`src/rtl/rv_ifu_if.sv`:
```
`default_nettype none
// ============================================================================
// Module   : rv_ifu_if
// Brief    : IFU bus bundle: instruction-memory request/response, execute
//            redirect, and the fetch-to-decode valid/ready channel.
// Revision : 1.0  initial release
// ============================================================================
interface rv_ifu_if #(
   parameter int BW_ADDR = 32
);
   logic               o_ifu_imem_req;
   logic [BW_ADDR-1:0] o_ifu_imem_addr;
   logic               i_ifu_imem_gnt;
   logic               i_ifu_imem_rvalid;
   logic [31:0]        i_ifu_imem_rdata;
   logic               i_ifu_redir;
   logic [BW_ADDR-1:0] i_ifu_redir_pc;
   logic               o_ifu_valid;
   logic               i_ifu_ready;
   logic [BW_ADDR-1:0] o_ifu_pc;
   logic [31:0]        o_ifu_instr;

   // master = the fetch unit, slave = memory / execute / decode environment
   modport master (
      output o_ifu_imem_req, o_ifu_imem_addr, o_ifu_valid, o_ifu_pc, o_ifu_instr,
      input  i_ifu_imem_gnt, i_ifu_imem_rvalid, i_ifu_imem_rdata,
      input  i_ifu_redir, i_ifu_redir_pc, i_ifu_ready
   );

   modport slave (
      input  o_ifu_imem_req, o_ifu_imem_addr, o_ifu_valid, o_ifu_pc, o_ifu_instr,
      output i_ifu_imem_gnt, i_ifu_imem_rvalid, i_ifu_imem_rdata,
      output i_ifu_redir, i_ifu_redir_pc, i_ifu_ready
   );
endinterface
`default_nettype wire

```
`src/rtl/rv_ifu.sv`:
```
`default_nettype none
// ============================================================================
// Module   : rv_ifu
// Brief    : RV32I instruction fetch unit: PC register, credit-based fetch
//            to 1-cycle-latency imem, {pc,instr} queue toward decode.
// Revision : 1.0  initial release
// ============================================================================
module rv_ifu #(
   parameter int                 BW_ADDR  = 32,
   parameter logic [BW_ADDR-1:0] RESET_PC = '0,
   parameter int                 FQ_DEPTH = 2
) (
   input  wire logic i_ifu_clk,
   input  wire logic i_ifu_rst,
   rv_ifu_if.master  bus
);

   localparam int c_PTR_W = (FQ_DEPTH > 1) ? $clog2(FQ_DEPTH) : 1;
   localparam int c_CNT_W = $clog2(FQ_DEPTH + 1);
   localparam int c_OCC_W = c_CNT_W + 1;
   localparam logic [BW_ADDR-1:0] c_ALIGN_MASK = ~BW_ADDR'(3);

   logic [BW_ADDR-1:0] r_pc;
   logic               r_inflight;
   logic [BW_ADDR-1:0] r_inflight_pc;
   logic [c_PTR_W-1:0] r_wr_ptr;
   logic [c_PTR_W-1:0] r_rd_ptr;
   logic [c_CNT_W-1:0] r_count;
   logic [BW_ADDR-1:0] r_fq_pc    [FQ_DEPTH];
   logic [31:0]        r_fq_instr [FQ_DEPTH];

   logic               w_valid;
   logic               w_pop;
   logic               w_push;
   logic               w_req;
   logic               w_accept;
   logic [c_OCC_W-1:0] w_occ;
   logic [c_CNT_W-1:0] w_count_nxt;
   logic [BW_ADDR-1:0] w_redir_pc;

   function automatic logic [c_PTR_W-1:0] f_ptr_inc(input logic [c_PTR_W-1:0] p);
      if (p == c_PTR_W'(FQ_DEPTH - 1)) begin
         return '0;
      end
      return p + c_PTR_W'(1);
   endfunction

   assign w_valid    = !i_ifu_rst && (r_count != '0);
   assign w_pop      = w_valid && bus.i_ifu_ready;
   assign w_redir_pc = bus.i_ifu_redir_pc & c_ALIGN_MASK;

   // Credit check: queue entries left after this pop plus the outstanding
   // response must leave room, so every granted fetch has a slot waiting.
   assign w_occ    = c_OCC_W'(r_count) + c_OCC_W'(r_inflight) - c_OCC_W'(w_pop);
   assign w_req    = !i_ifu_rst && !bus.i_ifu_redir && (w_occ < c_OCC_W'(FQ_DEPTH));
   assign w_accept = w_req && bus.i_ifu_imem_gnt;
   assign w_push   = !i_ifu_rst && bus.i_ifu_imem_rvalid && r_inflight && !bus.i_ifu_redir;

   always_comb begin
      w_count_nxt = r_count;
      if (w_push && !w_pop) begin
         w_count_nxt = r_count + c_CNT_W'(1);
      end else if (!w_push && w_pop) begin
         w_count_nxt = r_count - c_CNT_W'(1);
      end
   end

   always_ff @(posedge i_ifu_clk) begin
      if (i_ifu_rst) begin
         r_pc          <= RESET_PC;
         r_inflight    <= 1'b0;
         r_inflight_pc <= '0;
         r_wr_ptr      <= '0;
         r_rd_ptr      <= '0;
         r_count       <= '0;
      end else if (bus.i_ifu_redir) begin
         // Flush wins over any pop or push in the redirect cycle.
         r_pc       <= w_redir_pc;
         r_inflight <= 1'b0;
         r_wr_ptr   <= '0;
         r_rd_ptr   <= '0;
         r_count    <= '0;
      end else begin
         if (w_accept) begin
            r_pc          <= r_pc + BW_ADDR'(4);
            r_inflight    <= 1'b1;
            r_inflight_pc <= r_pc;
         end else begin
            r_inflight <= 1'b0;
         end
         if (w_push) begin
            r_wr_ptr <= f_ptr_inc(r_wr_ptr);
         end
         if (w_pop) begin
            r_rd_ptr <= f_ptr_inc(r_rd_ptr);
         end
         r_count <= w_count_nxt;
      end
   end

   always_ff @(posedge i_ifu_clk) begin
      if (w_push) begin
         r_fq_pc[r_wr_ptr]    <= r_inflight_pc;
         r_fq_instr[r_wr_ptr] <= bus.i_ifu_imem_rdata;
      end
   end

   assign bus.o_ifu_imem_req  = w_req;
   assign bus.o_ifu_imem_addr = r_pc & c_ALIGN_MASK;
   assign bus.o_ifu_valid     = w_valid;
   assign bus.o_ifu_pc        = w_valid ? r_fq_pc[r_rd_ptr]    : '0;
   assign bus.o_ifu_instr     = w_valid ? r_fq_instr[r_rd_ptr] : '0;

   // Memory must answer every granted fetch exactly one cycle later.
   a_rvalid_after_accept : assert property (
      @(posedge i_ifu_clk) disable iff (i_ifu_rst) r_inflight |-> bus.i_ifu_imem_rvalid
   );

endmodule
`default_nettype wire

```
`src/flat_wrapper.sv`:
```
// flat-port wrapper written by rule: the top's interface ports become plain ports
module rv_ifu_flat 
#(
   parameter int                 BW_ADDR  = 32,
   parameter logic [BW_ADDR-1:0] RESET_PC = '0,
   parameter int                 FQ_DEPTH = 2
)
  (i_ifu_clk, i_ifu_rst, bus_o_ifu_imem_req, bus_o_ifu_imem_addr, bus_o_ifu_valid, bus_o_ifu_pc, bus_o_ifu_instr, bus_i_ifu_imem_gnt, bus_i_ifu_imem_rvalid, bus_i_ifu_imem_rdata, bus_i_ifu_redir, bus_i_ifu_redir_pc, bus_i_ifu_ready);
  rv_ifu_if #(.BW_ADDR(BW_ADDR)) bus_i ();
  input  wire logic i_ifu_clk;
  input  wire logic i_ifu_rst;
  output wire logic [$bits(bus_i.o_ifu_imem_req)-1:0] bus_o_ifu_imem_req;
  output wire logic [$bits(bus_i.o_ifu_imem_addr)-1:0] bus_o_ifu_imem_addr;
  output wire logic [$bits(bus_i.o_ifu_valid)-1:0] bus_o_ifu_valid;
  output wire logic [$bits(bus_i.o_ifu_pc)-1:0] bus_o_ifu_pc;
  output wire logic [$bits(bus_i.o_ifu_instr)-1:0] bus_o_ifu_instr;
  input wire logic [$bits(bus_i.i_ifu_imem_gnt)-1:0] bus_i_ifu_imem_gnt;
  input wire logic [$bits(bus_i.i_ifu_imem_rvalid)-1:0] bus_i_ifu_imem_rvalid;
  input wire logic [$bits(bus_i.i_ifu_imem_rdata)-1:0] bus_i_ifu_imem_rdata;
  input wire logic [$bits(bus_i.i_ifu_redir)-1:0] bus_i_ifu_redir;
  input wire logic [$bits(bus_i.i_ifu_redir_pc)-1:0] bus_i_ifu_redir_pc;
  input wire logic [$bits(bus_i.i_ifu_ready)-1:0] bus_i_ifu_ready;
  assign bus_o_ifu_imem_req = bus_i.o_ifu_imem_req;
  assign bus_o_ifu_imem_addr = bus_i.o_ifu_imem_addr;
  assign bus_o_ifu_valid = bus_i.o_ifu_valid;
  assign bus_o_ifu_pc = bus_i.o_ifu_pc;
  assign bus_o_ifu_instr = bus_i.o_ifu_instr;
  assign bus_i.i_ifu_imem_gnt = bus_i_ifu_imem_gnt;
  assign bus_i.i_ifu_imem_rvalid = bus_i_ifu_imem_rvalid;
  assign bus_i.i_ifu_imem_rdata = bus_i_ifu_imem_rdata;
  assign bus_i.i_ifu_redir = bus_i_ifu_redir;
  assign bus_i.i_ifu_redir_pc = bus_i_ifu_redir_pc;
  assign bus_i.i_ifu_ready = bus_i_ifu_ready;
  rv_ifu #(.BW_ADDR(BW_ADDR), .RESET_PC(RESET_PC), .FQ_DEPTH(FQ_DEPTH)) u_core (.i_ifu_clk(i_ifu_clk), .i_ifu_rst(i_ifu_rst), .bus(bus_i));
endmodule
```
`config.mk`:
```
export PLATFORM = sky130hd
export DESIGN_NAME = rv_ifu_flat
export DESIGN_NICKNAME = d
export VERILOG_FILES = /design/src/rtl/rv_ifu_if.sv /design/src/rtl/rv_ifu.sv /design/src/flat_wrapper.sv
export SDC_FILE = /design/constraint.sdc
export NUM_CORES = 1
export LEC_CHECK = 0
export CAP_MARGIN = 20
export CORE_MARGIN = 2
export CORE_UTILIZATION = 55
export CTS_CLUSTER_SIZE = 24
export DETAILED_ROUTE_END_ITERATION = 6
export PLACE_DENSITY = 0.92
export SYNTH_ARGS = -nofsm -noshare
export SYNTH_HDL_FRONTEND = slang
export SYNTH_SLANG_ARGS = --single-unit
```
`constraint.sdc`:
```
create_clock -name i_ifu_clk -period 11.12 [get_ports i_ifu_clk]
set_input_delay 2.224 -clock i_ifu_clk [delete_from_list [all_inputs] [get_ports i_ifu_clk]]
set_output_delay 2.224 -clock i_ifu_clk [all_outputs]
set_load 0.01 [all_outputs]
```
==> flow_metrics.py <==
metrics = {
    "run_status": {
        "status": "finished clean",
    },
    "detailed_routing": {
        "drt_iter0_drc": 351,
        "drc": 0,
        "drtPass1Iterations": 5,
        "post_drt_wl_per_cell_microns": 17.2,
        "avgViaCountPerCell": 5.58,
        "ant_nets": 0,
        "dr_total_vias": 5568,
        "wl_microns": 17100,
    },
    "sta": {
        "setup_ws_ns": 3.13,
        "rsz0062_at_grt": "no",
        "slew_headroom_pct": 36.2,
        "fin_setup_tns_ns": 0,
        "fmax_mhz": 125,
        "slew_violations": 0,
        "hold_viol_final": 0,
        "clock_skew_ns": 0.00730,
        "fin_crit_ns": 7.99,
        "tightest_slew_ns": 0.958,
        "setup_viol": 0,
        "period_share_pct": 71.9,
    },
    "layout": {
        "final_layout_size_suffix_gt1_share_pct": 6.36,
        "num-nets-final": 878,
        "layout_commonest_cell": "clkdlybuf4s50_1",
        "final_cell_mix": "clkdlybuf4s50_1 (159), edfxtp_1 (124), nor2_1 (80)",
        "nFillCells": 949,
        "n_antenna_cell": 0,
        "syn_to_final_growth_pct": 30.5,
    },
    "synthesis": {
        "synth.area.mux_share_pct": 8.47,
        "synth-seq-cells": 190,
        "yosys.area_share.simple_pct": 14.3,
        "ys_seq_area_share_pct": 64.7,
        "async_flop_share_pct": 0,
        "synth_edf_count": 124,
        "synth_xor_area_share_pct": 2.47,
        "synthFlopType": "edfxtp_1",
        "postSynthAreaPerCell_sq_um": 11.9,
        "netlist_instances": 658,
        "synth_compound_area_share_pct": 6.48,
        "yosys_warnings": 0,
        "synth_fa_ha_area_share_pct": 0.738,
        "ys_types": 46,
        "synth_top_family_by_area": "simple AND/OR/NAND/NOR gates",
        "syn-cell-area_sq_mm": 0.00780,
    },
    "worst_setup_path": {
        "cp_cell_sequence": "buf_2 > buf_4 > or2_2 > inv_1 > nand2_1 > inv_1 > ha_1 > nand2b_1 > fa_1 > xnor2_1 > and3_1 > clkdlybuf4s50_1",
        "path_buf_inv": 5,
        "critPathMaxStageDelay_ns": 0.57,
        "cp.arrival_ns": 5.77,
        "worstSetupEndpointType": "output port",
        "critical-path-slowest-cell": "clkdlybuf4s50_1",
        "crit_path_frequent_cell": "inv_1",
        "worst-setup-path-type": "input pin to output port",
        "crit_family": "buffers and inverters",
        "startpoint_type": "input pin",
        "crit_path_max_fanout": 64,
        "cp_data_required_time_ns": 8.90,
    },
    "floorplanning": {
        "io_pins": 168,
        "fp.dieArea_sq_mm": 0.0152,
        "rows": 43,
        "die_w_microns": 123,
        "die_h_microns": 123,
        "core_sq_mm": 0.0139,
        "start_util_pct": 56.2,
    },
    "power": {
        "p_sw_uw": 292,
        "power_density_mw_per_mm2": 144,
        "internal-power_uw": 1170,
        "cellLeakagePower_uw": 0.00337,
        "p_comb_share_pct": 5.7,
        "seq_power_share_pct": 52.7,
        "p_clk_share_pct": 41.5,
        "ir_drop_mv": 0.110,
        "switching_share_pct": 19.9,
    },
    "cts": {
        "cts.reportedPaths.clkPinSlew_ns": 0.07,
        "cts_setup_buffers": 0,
        "cts_tree": "done",
        "cts_resized": 0,
        "root_buffer": "clkbuf_16",
        "htree_levels": 4,
        "cts_buffer_depth": 2,
        "clock-sinks": 190,
        "cts_hold_buf": 0,
        "numCtsBuffers": 17,
        "clock_latency_ns": 0.42,
    },
    "run": {
        "cap_violations": 0,
    },
    "global_routing": {
        "grt_pass1_wl_microns": 26700,
        "grt_max_degree": 65,
        "grt-ovfl-total": 0,
        "track_usage_pct": 23.0,
        "antenna_found_initial": 0,
        "grt_pass1_vias": 5499,
    },
    "place": {
        "post-dp-hpwl_microns": 11100,
        "routabilityCongestion": 0.873,
        "post-place-ws_ns": 2.53,
        "io_buffer_count": 161,
    },
    "min_path": {
        "min_path_type": "flop to flop",
    },
}
final timing paths:
check | to | start | slack (ns) | cells past startpoint
max | bus_o_ifu_imem_req | i_ifu_rst | 3.13 | 12
min | u_core.r_fq_pc[1][16] | u_core.r_inflight_pc[16] | 0.45 | 0
max reg2reg | u_core.r_pc[17] | u_core.r_count[1] | 6.72 | 14
min reg2reg | u_core.r_fq_pc[1][16] | u_core.r_inflight_pc[16] | 0.45 | 0
through the flow:
| stage | cells | util (%) | total power (uW) | area (sq um) | hold WS, ns |
|---|---|---|---|---|---|
| floorplan | 661 | - | 821 | 7810 | 0.425 |
| global placement | 962 | 68.4 | 867 | 9500 | 0.432 |
| detailed placement | 962 | 68.4 | 870 | 9500 | 0.437 |
| CTS | 994 | 72.8 | 1480 | 10100 | 0.457 |
| global route | 997 | 73.3 | 1520 | 10200 | 0.462 |
| finish | 997 | 73.3 | 1470 | 10200 | 0.454 |
registers in the layout (all words and copies together) (netlist names), named ones only:
name,count
u_core.r_fq_instr,64
u_core.r_fq_pc,60
u_core.r_inflight_pc,30
u_core.r_pc,30
u_core.r_count,2
u_core.r_inflight,1
u_core.r_rd_ptr,1
u_core.r_wr_ptr,1
final cells by class:
cell class / count / area [sq um] / share of cell area, %
clock inverter: 9 / 105 / 1.03
clock buffer: 23 / 510 / 5.02
timing repair buffer: 167 / 1690 / 16.6
inverter: 10 / 37.5 / 0.369
sequential: 190 / 5050 / 49.6
tap: 180 / 225 / 2.21
multi-input combinational: 418 / 2560 / 25.2
kinds of logic (layout without fill, tap and decap cells):
kind of cell,after synthesis,in the layout
xor+xnor,22,22
fa+ha+maj,4,4
mux,66,66
buf+inv,53,209
flops,190,190
other cells,1,4
compound gates,87,87
simple gates,235,235
routing by layer:
layer | share of wire (%) | vias to the layer above | track usage (%)
met5 | 0 | - | 0
met4 | 2.5 | 0 | 10.5
met3 | 6.1 | 37 | 5.72
met2 | 51 | 218 | 39.4
met1 | 40 | 2668 | 27.4
li1 | - | 2645 | -
cells in the mapped netlist (2+ instances only):
library cell,instances,area (sq um)
nand2_1,75,282
or2_2,3,18.8
edfxtp_1,124,3720
o22ai_1,10,62.6
nand3b_1,3,22.5
ha_1,3,37.5
or3_1,6,37.5
and3_1,10,62.6
nand3_1,9,45.0
xnor2_1,9,78.8
mux2i_1,66,661
nand4_1,18,113
nor2b_1,12,75.1
clkbuf_1,30,113
buf_4,4,30.0
inv_1,9,33.8
and2_1,4,25.0
buf_2,5,25.0
dfxtp_1,66,1320
o21ai_0,9,45.0
nor3b_1,2,15.0
a22oi_1,11,82.6
buf_1,4,15.0
nor3_1,3,15.0
a21oi_1,43,215
nor2_1,80,300
xor2_1,13,114
o21a_1,3,22.5
a31oi_1,7,43.8
power groups by stage:
stage               registers [uW]  clock network [uW]  logic, uW
finish                         774                 609       83.9
global route                   775                 651       90.3
CTS                            773                 621       83.0
detailed placement             788                   0       82.3
global placement               787                   0       79.5
floorplan                      787                   0       33.8
Note: power is estimated with default switching activity, not from simulation.
